`src/rtl/mult_pkg.sv`:
```
// Shared definitions for the shift-and-add multiplier: state encoding,
// iteration count and datapath widths.
package mult_pkg;

    localparam logic [1:0] ST_IDLE = 2'd0;
    localparam logic [1:0] ST_CALC = 2'd1;
    localparam logic [1:0] ST_DONE = 2'd2;

    localparam int unsigned ITERATIONS = 4;
    localparam int unsigned PROD_W     = 8;
    localparam int unsigned ADD_W      = 4;
    localparam int unsigned CNT_W      = 2;

    typedef enum logic [1:0] {
        IDLE = ST_IDLE,
        CALC = ST_CALC,
        DONE = ST_DONE
    } state_t;

    // True on the iteration whose result completes the product.
    function automatic logic is_last_step(input logic [CNT_W-1:0] cnt);
        return cnt == CNT_W'(ITERATIONS - 1);
    endfunction

endpackage

```
`src/rtl/bit4adder.sv`:
```
// 4-bit ripple-carry adder.
// Ports:
//   carryin  - carry into bit 0
//   X, Y     - 4-bit addends
//   S        - 4-bit sum
//   carryout - carry out of bit 3
module bit4adder (
    input  logic       carryin,
    input  logic [3:0] X,
    input  logic [3:0] Y,
    output logic [3:0] S,
    output logic       carryout
);

    logic [4:0] carry;

    assign carry[0] = carryin;

    // One full adder per bit, carry rippling upward.
    for (genvar i = 0; i < 4; i++) begin : g_fa
        assign S[i]       = X[i] ^ Y[i] ^ carry[i];
        assign carry[i+1] = (X[i] & Y[i]) | (carry[i] & (X[i] ^ Y[i]));
    end

    assign carryout = carry[4];

endmodule

```
`src/rtl/shift_add_mult4.sv`:
```
// Sequential 4x4 unsigned shift-and-add multiplier with start/busy/done
// handshake. One adder step per cycle; product valid 5 cycles after start.
// Optional macro MULT_ZERO_BYPASS_EN: a start with a zero operand skips the
// iterations and completes (product 0) one cycle after the start edge.
// Ports:
//   clk     - rising-edge clock
//   rst     - synchronous active-high reset
//   start   - multiply request, sampled when not busy
//   a, b    - multiplicand / multiplier, captured on accepted start
//   busy    - high while iterating
//   done    - one-cycle pulse when product updates
//   product - registered unsigned a*b
module shift_add_mult4
    import mult_pkg::*;
#(
    parameter int unsigned WIDTH = 4
) (
    input  logic              clk,
    input  logic              rst,
    input  logic              start,
    input  logic [WIDTH-1:0]  a,
    input  logic [WIDTH-1:0]  b,
    output logic              busy,
    output logic              done,
    output logic [PROD_W-1:0] product
);

    // The adder is hard 4 bits wide, so no other operand width can work.
    if (WIDTH != ADD_W) begin : g_width_chk
        $error("shift_add_mult4: WIDTH must be 4");
    end

    state_t              state_q;
    logic                busy_q;
    logic                done_q;
    logic [PROD_W-1:0]   product_q;
    logic [ADD_W-1:0]    acc_hi_q;
    logic [ADD_W-1:0]    mq_q;
    logic [ADD_W-1:0]    mcand_q;
    logic [CNT_W-1:0]    cnt_q;

    logic [ADD_W-1:0]    add_y;
    logic [ADD_W-1:0]    add_s;
    logic                add_co;
    logic [ADD_W-1:0]    acc_hi_d;
    logic [ADD_W-1:0]    mq_d;
    logic                bypass_c;

    // Partial product for this step is gated by the current multiplier LSB.
    assign add_y = mq_q[0] ? mcand_q : '0;

    bit4adder u_adder (
        .carryin  (1'b0),
        .X        (acc_hi_q),
        .Y        (add_y),
        .S        (add_s),
        .carryout (add_co)
    );

    // Shift the 9-bit {carry, sum, mq} right by one into {acc_hi, mq}.
    assign acc_hi_d = {add_co, add_s[ADD_W-1:1]};
    assign mq_d     = {add_s[0], mq_q[ADD_W-1:1]};

`ifdef MULT_ZERO_BYPASS_EN
    assign bypass_c = (a == '0) || (b == '0);
`else
    assign bypass_c = 1'b0;
`endif

    // Control FSM and datapath registers.
    always_ff @(posedge clk) begin
        if (rst) begin
            state_q   <= IDLE;
            busy_q    <= 1'b0;
            done_q    <= 1'b0;
            product_q <= '0;
            acc_hi_q  <= '0;
            mq_q      <= '0;
            mcand_q   <= '0;
            cnt_q     <= '0;
        end else begin
            done_q <= 1'b0;
            case (state_q)
                CALC: begin
                    acc_hi_q <= acc_hi_d;
                    mq_q     <= mq_d;
                    cnt_q    <= CNT_W'(cnt_q + 1'b1);
                    if (is_last_step(cnt_q)) begin
                        state_q   <= DONE;
                        busy_q    <= 1'b0;
                        done_q    <= 1'b1;
                        product_q <= {acc_hi_d, mq_d};
                    end
                end
                // IDLE and DONE both accept a new start.
                default: begin
                    if (start) begin
                        if (bypass_c) begin
                            state_q   <= DONE;
                            done_q    <= 1'b1;
                            product_q <= '0;
                        end else begin
                            state_q  <= CALC;
                            busy_q   <= 1'b1;
                            mcand_q  <= ADD_W'(a);
                            mq_q     <= ADD_W'(b);
                            acc_hi_q <= '0;
                            cnt_q    <= '0;
                        end
                    end else begin
                        state_q <= IDLE;
                    end
                end
            endcase
        end
    end

    assign busy    = busy_q;
    assign done    = done_q;
    assign product = product_q;

endmodule
```
`config.mk`:
```
export PLATFORM = sky130hd
export DESIGN_NAME = shift_add_mult4
export DESIGN_NICKNAME = d
export VERILOG_FILES = /design/src/rtl/mult_pkg.sv /design/src/rtl/bit4adder.sv /design/src/rtl/shift_add_mult4.sv
export SDC_FILE = /design/constraint.sdc
export NUM_CORES = 1
export LEC_CHECK = 0
export ABC_AREA = 0
export CAP_MARGIN = 20
export CORE_UTILIZATION = 60
export CTS_CLUSTER_DIAMETER = 60
export DETAILED_ROUTE_END_ITERATION = 6
export DONT_BUFFER_PORTS = 1
export PLACE_DENSITY = 0.81
export SETUP_SLACK_MARGIN = 0.02
export SLEW_MARGIN = 20
export SYNTH_ARGS = -nofsm -noshare
export SYNTH_HDL_FRONTEND = slang
export SYNTH_SLANG_ARGS = --single-unit
```
`constraint.sdc`:
```
create_clock -name clk -period 3 [get_ports clk]
set_input_delay 0.3 -clock clk [delete_from_list [all_inputs] [get_ports clk]]
set_output_delay 0.3 -clock clk [all_outputs]
set_load 0.02 [all_outputs]
```
Word-level counts from Yosys, hierarchy flattened:

Cells that the tools add are included.

* equality and inequality tests: 3
* bitwise operators: 18
* reduce and logical (&&, ||, !) cells: 5
* multiplexer cells: 14
* add/subtract/negate cells: 1

Operators with widths (number)
* $mux W4: 5
* $mux W2: 4
* $and A1 B1 Y1: 7
* $xor A1 B1 Y1: 7
* $reduce_and A2 Y1: 3
* $mux W1: 5
* $or A1 B1 Y1: 3
* $add A2 B1 Y2 const B: 1
* $eq A2 B1 Y1 const B: 1
* $eq A2 B2 Y1 const B: 1
* $ne A2 B2 Y1 const B: 1
* $reduce_bool A2 Y1: 1
* $reduce_or A2 Y1: 1
* $not A1 Y1: 1

* logic and storage cells: 49
* input port bits: 11
* flip-flop bits (word level): 26
* output and inout port bits: 10

Logic depth before layout (Yosys ltp):

Gate-level depths: netlist (run 1).

* depth after elaboration: 9
* gate-level depth with buffers: 8
* gate-level depth less buffers: 8

By module:

A second synthesis (run 1) with hierarchy kept.

* cells, all modules: 136
* area total of the unflattened synthesis: 1157.4 µm²

Modules (own cells, without submodules)
* shift_add_mult4: cells each 122, instances 1, area each 1039.7 µm², sequential area each 520.5 µm²
* bit4adder: cells each 14, instances 1, area each 117.6 µm², sequential area each 0.0 µm²

Worst setup path before layout (run 1):

Ideal clock, no wire load.

* kind: reg-to-reg
* start point: register mq_q[0]
* end point: register acc_hi_q[2]
* path slack: 0.741 ns
* required time: 2.929 ns
* setup time: 0.071 ns
* arrival: 2.188 ns
* period minus slack after synthesis: 2.259 ns
* stages on the path, launching flop included: 9
* path through: dfxtp_1 > and2_1 > ha_1 > fa_1 > fa_1 > inv_1 > fa_1 > or2b_1 > a21oi_1

* cells in the longest elaborated chain, start to end: 8
* elaborated cells on any way between the ends: 13
* classes of those cells: mux (2); bitwise (11)

Ends and longest elaborated chain
* start, declared: line shift_add_mult4.sv:38 `logic [ADD_W-1:0] mq_q;`
* start signal, assigned: line shift_add_mult4.sv:86 `mq_q <= mq_d;`
* start signal, assigned: line shift_add_mult4.sv:106 `mq_q <= ADD_W'(b);`
* $mux W4 (*): line shift_add_mult4.sv:50 `assign add_y = mq_q[0] ? mcand_q : '0;`
* $and A1 B1 Y1 / $xor A1 B1 Y1 (equally long branches): line bit4adder.sv:22 `assign carry[i+1] = (X[i] & Y[i]) | (carry[i] & (X[i] ^ Y[i]));`
* $and A1 B1 Y1: line bit4adder.sv:22
* $or A1 B1 Y1: line bit4adder.sv:22
* $and A1 B1 Y1: line bit4adder.sv:22
* $or A1 B1 Y1: line bit4adder.sv:22
* $xor A1 B1 Y1 (*): line bit4adder.sv:21 `assign S[i] = X[i] ^ Y[i] ^ carry[i];`
* $mux W4 (*): line shift_add_mult4.sv:83 `case (state_q)`
* end signal, assigned: line shift_add_mult4.sv:85 `acc_hi_q <= acc_hi_d;`
* end, declared: line shift_add_mult4.sv:37 `logic [ADD_W-1:0] acc_hi_q;`

Mark *: on every way between the ends. The rest lies on a longest branch, timed or not.
A chain may end at the register's enable or synchronous reset.

Worst setup path in the final report (run 1):

Same ends and word-level chain as after synthesis.

==> impl_results.md, run 1 <==
- Fraction of layout cells with a size suffix above 1: 13.3%
- Htree depth: 1
- Post-synth top area cell: dfxtp_1
- Post-synthesis net count: 140
- Worst skew pair latency: 0.32 ns
- Max_cap viols: 0
- Rel. slew slack: 58.2%
- Post-route DRC: 0
- Reg clk slew, reported paths: 0.14 ns
- Aggregate routed wire length: 2.13 mm
- Critical path's slowest cell: fa_1
- Synth Warn #: 0
- Final nets: 137
- Antenna violations before repair: 0
- GRT overflow: 0
- Final setup violation count: 0
- Synth Area per Inst: 9.20 sq um
- Synth cell count leaders: 26 x dfxtp_1, 20 x nand2_1, 17 x a21oi_1
- Area of the multi-input gates: 542 sq um
- CP endpoint kind: flip-flop
- Total core area: 1750 sq um
- Clk_skew: 0.00358 ns
- Vias in the first global route: 811
- Fill cells: 140
- Ant. Diodes: 0
- Most common flop cell mapped by yosys: dfxtp_1
- Startpoint types: flip-flop
- Cell Area, Synth: 1140 sq um
- CTS root buf: clkbuf_4
- CTS tree: yes
- RSZ-0062 raised after global routing: no
- Tcrit/Tclk final: 80.0%
- CTS resizes: 0
- Static Leak: 0.412 nW
- HP Class: input port to flip-flop
- EDFF count, synth: 0
- Chip height: 45.6 um
- First drt pass iteration count: 5
- Cell count after synthesis: 124
- Worst-path fanout max: 5
- Routed Antenna Nets: 0
- Power per cell area: 559 nW/um^2
- Routability Congestion: 0.755
- Row count: 15
- Area grow syn2layout: 2.30%
- Routed WL per cell: 14.7 um
- Asr flop ratio synth: 0%
- Worst Path Arrival: 2.67 ns
- Peak Freq: 417 MHz
- Post-DR vias/cell: 5.91
- Final hold slack: 0.0172 ns
- Critical Path RT: 3.27 ns
- Total track usage: 22.9%
- Largest net degree at the start of global routing: 27
- Chip Width: 45.6 um
- Sink Count: 26
- Die area: 2080 sq um
- DR vias: 857
- Port buffer count: 0
- Slowest stage delay, CP: 0.44 ns
- Crit Path Class: flip-flop to flip-flop
- Status: finished clean
- Synth Register Bits: 26
- Initial DRC Count: 18
- Maximum clock path buffer count: 2
- Sequential power share: 56.3%
- First-pass GRT wire length: 3.37 mm
- Reg2reg setup slack: 0.60 ns
- Cell chain of the critical path: and2_1 > ha_1 > fa_1 > fa_1 > inv_1 > fa_1 > or2b_1 > a21oi_1
- Combinational share of power: 6.6%
- Clk pwr share: 37.1%
- Most numerous cell in the Yosys netlist: dfxtp_1
- Worst path most repeated cell: fa_1
- Switching pwr: 0.143 mW
- Fin. max-slew vios: 0
- Fin util: 66.9%
- Initial Utilization: 65.4%
- Yosys cell types: 26
- Post-DP HPWL: 1.41 mm
- Total power after layout: 0.652 mW
- Top cells by area, synth: dfxtp_1 46%, a21oi_1 7.5%, a211oi_2 6.6%, nand2_1 6.6%, fa_1 5.3%
- Placed insts: 140
- Worst-Margin Slew: 0.626 ns
- Switch share: 21.9%
- Setup TNS: 0 ns
- Final hold vios: 0
- Sequential Area: 520 sq um
- Post-synth top area share: 45.6%
- IO Count: 21
- Maximum vdd drop: 0.327 mV
- Seq/Total Area, Yosys: 45.6%
- Final Non-Filler Cells: 145
- Final min period: 2.40 ns
- Number of CTS-inserted buffers: 3
- Internal cell power: 0.510 mW
cell usage in the layout, fill, tap and decap left out, drive strengths merged, types with 2 or more instances in the layout:
cell type / n
nand3: 10
fa: 3
inv: 3
or2b: 3
dfxtp: 26
nand2: 20
ha: 2
nor2: 9
a21oi: 20
a211oi: 7
clkbuf: 3
and2: 3
o21ai: 4
sequential cells by signal (all words and copies together) (netlist names):
| name | flops |
|---|---|
| acc_hi_q | 4 |
| busy | 1 |
| cnt_q | 2 |
| done | 1 |
| mcand_q | 4 |
| mq_q | 4 |
| product | 8 |
| state_q | 2 |
routing by layer:
layer  routed length [um]  GRT usage, %
met1                  975          27.9
met2                 1040          39.1
met4                   41          8.48
met5                    0             0
met3                   75          5.16
repair_timing:
action,in CTS,in global routing
endpoints found under the setup margin,0,0
hold buffers,0,1
setup buffers,0,0
endpoints found under the hold margin,0,4
logic make-up (layout without fill, tap and decap cells):
| logic type | after synthesis | after routing | synth area share, % |
|---|---|---|---|
| simple gates | 49 | 49 | 20.6 |
| compound gates | 32 | 32 | 19.4 |
| flops | 26 | 26 | 45.6 |
| buf+inv | 12 | 8 | 6.91 |
| fa+ha+maj | 5 | 5 | 7.46 |
final timing paths:
kind                                                from                  endpoint  depth (start not counted)
worst min-delay path                                 rst      mq_q[1]$_SDFFE_PP0P_                          1
worst max-delay path                mq_q[0]$_SDFFE_PP0P_  acc_hi_q[2]$_SDFFE_PP0P_                          8
worst max register to register      mq_q[0]$_SDFFE_PP0P_  acc_hi_q[2]$_SDFFE_PP0P_                          8
worst min register to register  acc_hi_q[3]$_SDFFE_PP0P_  acc_hi_q[3]$_SDFFE_PP0P_                          2
area by class of cell:
type                            instances  area share (%)
Clock buffer                            3            1.93
Clock inverter                          1            2.57
Inverter                                3           0.965
Multi-Input combinational cell         86            46.4
Sequential cell                        26            44.6
Tap cell                               25            2.68
Timing Repair Buffer                    1           0.857
power groups by stage:
stage               clock network, mW  registers, mW  logic [mW]
finish                          0.242          0.367      0.0434
global route                    0.256          0.369      0.0476
CTS                             0.244          0.367      0.0413
detailed placement                  0          0.375      0.0409
global placement                    0          0.374      0.0392
floorplan                           0          0.372      0.0480
through the flow:
stage	worst slack (ns)	area [sq um]
2_1_floorplan	0.741	1140
3_3_place_gp	0.712	1100
3_5_place_dp	0.651	1100
4_1_cts	0.604	1160
5_1_grt	0.495	1170
6_report	0.599	1170
critical path, delay by kind of cell (launching register included):
kind,cells,cell delay [ns]
fa+ha+maj,4,1.37
simple gates,2,0.41
compound gates,1,0.11
flops,1,0.37
buf+inv,1,0.07
(Power assumes the default switching activity.)
==> inputs of run 2 (changes only) <==
- clock period: 3 -> 2.3 ns (I/O delays scaled with it)
==> run 2 against run 1 <==
  * Register-to-register slack lost 0.59 ns
  * Setup slack got worse by 0.59 ns
  * Clock power up 29%
  * Count of clock-buffer cells in the layout stayed put
  * Hold slack improved by 0.020 ns
  * Critical path depth stayed put
  * Global-route usage rose by 0.65 points
  * Clock skew grew 0.0016 ns
  * Power is 32% higher
  * Fmax is 4.9% higher
  * Via count is 1.1% higher
  * Sequential share of layout area fell by 1.6 points
  * Critical endpoint unchanged
==> impl_results.md, run 2 (synthesized netlist as in run 1, its figures left out) <==
- Fill cells: 137
- Commonest cells after routing, fill and taps aside: 25 x dfxtp_1, 20 x nand2_1, 16 x a21oi_1, 10 x nand3_1, 8 x nor2_1
- Worst Path Arrival: 2.54 ns
- Antenna violations before repair: 0
- Total power after layout: 0.859 mW
- Rel. slew slack: 27.3%
- RSZ-0062 raised after global routing: yes
- Worst-path fanout max: 2
- Area grow syn2layout: 6.47%
- Fraction of layout cells with a size suffix above 1: 21.1%
- CP endpoint kind: flip-flop
- Combinational share of power: 8.1%
- Reg clk slew, reported paths: 0.14 ns
- R2r worst-path depth: 8
- Maximum vdd drop: 0.476 mV
- Critical R2R Launch: mcand_q[0]$_SDFFE_PP0P_
- Internal cell power: 0.670 mW
- Critical Path RT: 2.56 ns
- First drt pass iteration count: 5
- Slowest stage delay, CP: 0.41 ns
- Tcrit/Tclk final: 99.5%
- Sequential Area: 522 sq um
- Max_cap viols: 0
- Switch share: 22.1%
- Initial DRC Count: 15
- Reg2reg setup slack: 0.01 ns
- Static Leak: 0.421 nW
- Htree depth: 1
- Post-route DRC: 0
- Worst R2R End: acc_hi_q[2]$_SDFFE_PP0P_
- IO Count: 21
- Worst path top cell family by delay: adder cells
- Port buffer count: 0
- Sequential power share: 55.7%
- GRT overflow: 0
- Worst setup path end: acc_hi_q[2]$_SDFFE_PP0P_
- Sink Count: 26
- Chip Width: 45.6 um
- Largest net degree at the start of global routing: 27
- Vias in the first global route: 797
- CTS root buf: clkbuf_4
- Switching pwr: 0.190 mW
- Clk pwr share: 36.2%
- Initial Utilization: 65.4%
- Final nets: 140
- Critical path depth: 8
- Routability Congestion: 0.726
- Ant. Diodes: 0
- Worst skew pair latency: 0.32 ns
- Worst path buffer plus inverter count: 1
- Cell chain of the critical path: and2_4 > ha_4 > fa_2 > fa_2 > inv_2 > fa_1 > or2b_1 > a21oi_2
- First-pass GRT wire length: 3.48 mm
- Power per cell area: 707 nW/um^2
- Worst-Margin Slew: 1.09 ns
- Peak Freq: 437 MHz
- HP Class: input port to flip-flop
- Routed Antenna Nets: 0
- Final hold vios: 0
- Worst path most repeated cell: fa_2
- Total track usage: 23.6%
- Post-DR vias/cell: 5.85
- Final setup violation count: 0
- Fin. max-slew vios: 0
- Maximum clock path buffer count: 2
- Clk_skew: 0.00518 ns
- Crit Path Class: flip-flop to flip-flop
- Post-DP HPWL: 1.40 mm
- CTS tree: yes
- Chip height: 45.6 um
- Commonest non-fill, non-tap cell in the layout: dfxtp_1
- Total core area: 1750 sq um
- Critical path's slowest cell: fa_1
- Status: finished clean
- Max reg flops: 8
- Area of the multi-input gates: 566 sq um
- Die area: 2080 sq um
- DR vias: 866
- Number of CTS-inserted buffers: 3
- Final min period: 2.29 ns
- Startpoint types: flip-flop
- Critical Path Source: mcand_q[0]$_SDFFE_PP0P_
- Routed WL per cell: 14.6 um
- Fin util: 69.6%
- Aggregate routed wire length: 2.16 mm
- Row count: 15
-- run 2: cell types whose count changed in the layout (fill, tap and decap cells not counted), sizes merged --
cell,previous run,this run
buf,0,3
-- run 2: power groups by stage --
stage	sequential (mW)	combinational, mW	clock [mW]
global route	0.481	0.0772	0.333
floorplan	0.486	0.0626	0
finish	0.479	0.0699	0.311
CTS	0.479	0.0657	0.313
global placement	0.486	0.0546	0
detailed placement	0.488	0.0567	0
-- run 2: area by class of cell --
cell class                      count  area share, %
Clock buffer                        3           1.85
Clock inverter                      1           2.47
Inverter                            3          0.927
Multi-Input combinational cell     86           46.5
Sequential cell                    26           42.9
Tap cell                           25           2.57
Timing Repair Buffer                4           2.68
-- run 2: routing by layer --
layer | track usage [%] | routed length, um | vias up
met5 | 0 | 0 | -
met4 | 14.5 | 68 | 0
met3 | 6.35 | 94 | 9
met2 | 34.6 | 1020 | 26
met1 | 30.6 | 976 | 417
li1 | - | - | 414
-- run 2: worst min-delay path by stage --
stage               start                       to  slack, ns  cells past startpoint
floorplan            a[0]  mcand_q[0]$_SDFFE_PP0P_       0.38                      2
global placement      rst     mq_q[1]$_SDFFE_PP0P_       0.30                      1
detailed placement    rst     mq_q[1]$_SDFFE_PP0P_       0.30                      1
CTS                 start     mq_q[3]$_SDFFE_PP0P_       0.03                      2
global route        start     mq_q[1]$_SDFFE_PP0P_       0.02                      2
finish              start     mq_q[3]$_SDFFE_PP0P_       0.04                      2
-- run 2: through the flow --
stage / setup TNS (ns) / cell area [sq um] / hold slack, ns / worst slack, ns / instances
finish: 0 / 1210 / 0.0370 / 0.0119 / 148
detailed placement: -0.0112 / 1120 / 0.298 / -0.0112 / 142
floorplan: 0 / 1140 / 0.378 / 0.0409 / 124
global placement: 0 / 1120 / 0.297 / 0.0637 / 142
CTS: 0 / 1190 / 0.0347 / 0.0233 / 147
global route: -0.0990 / 1210 / 0.0170 / -0.0609 / 148
-- run 2: timing repair --
item / CTS / global route
gates resized for setup: 3 / 5
hold buffers: 1 / 0
hold endpoints to repair: 26 / 0
pin swaps: 1 / 5
endpoints found under the setup margin: 2 / 2
setup buffers: 0 / 1
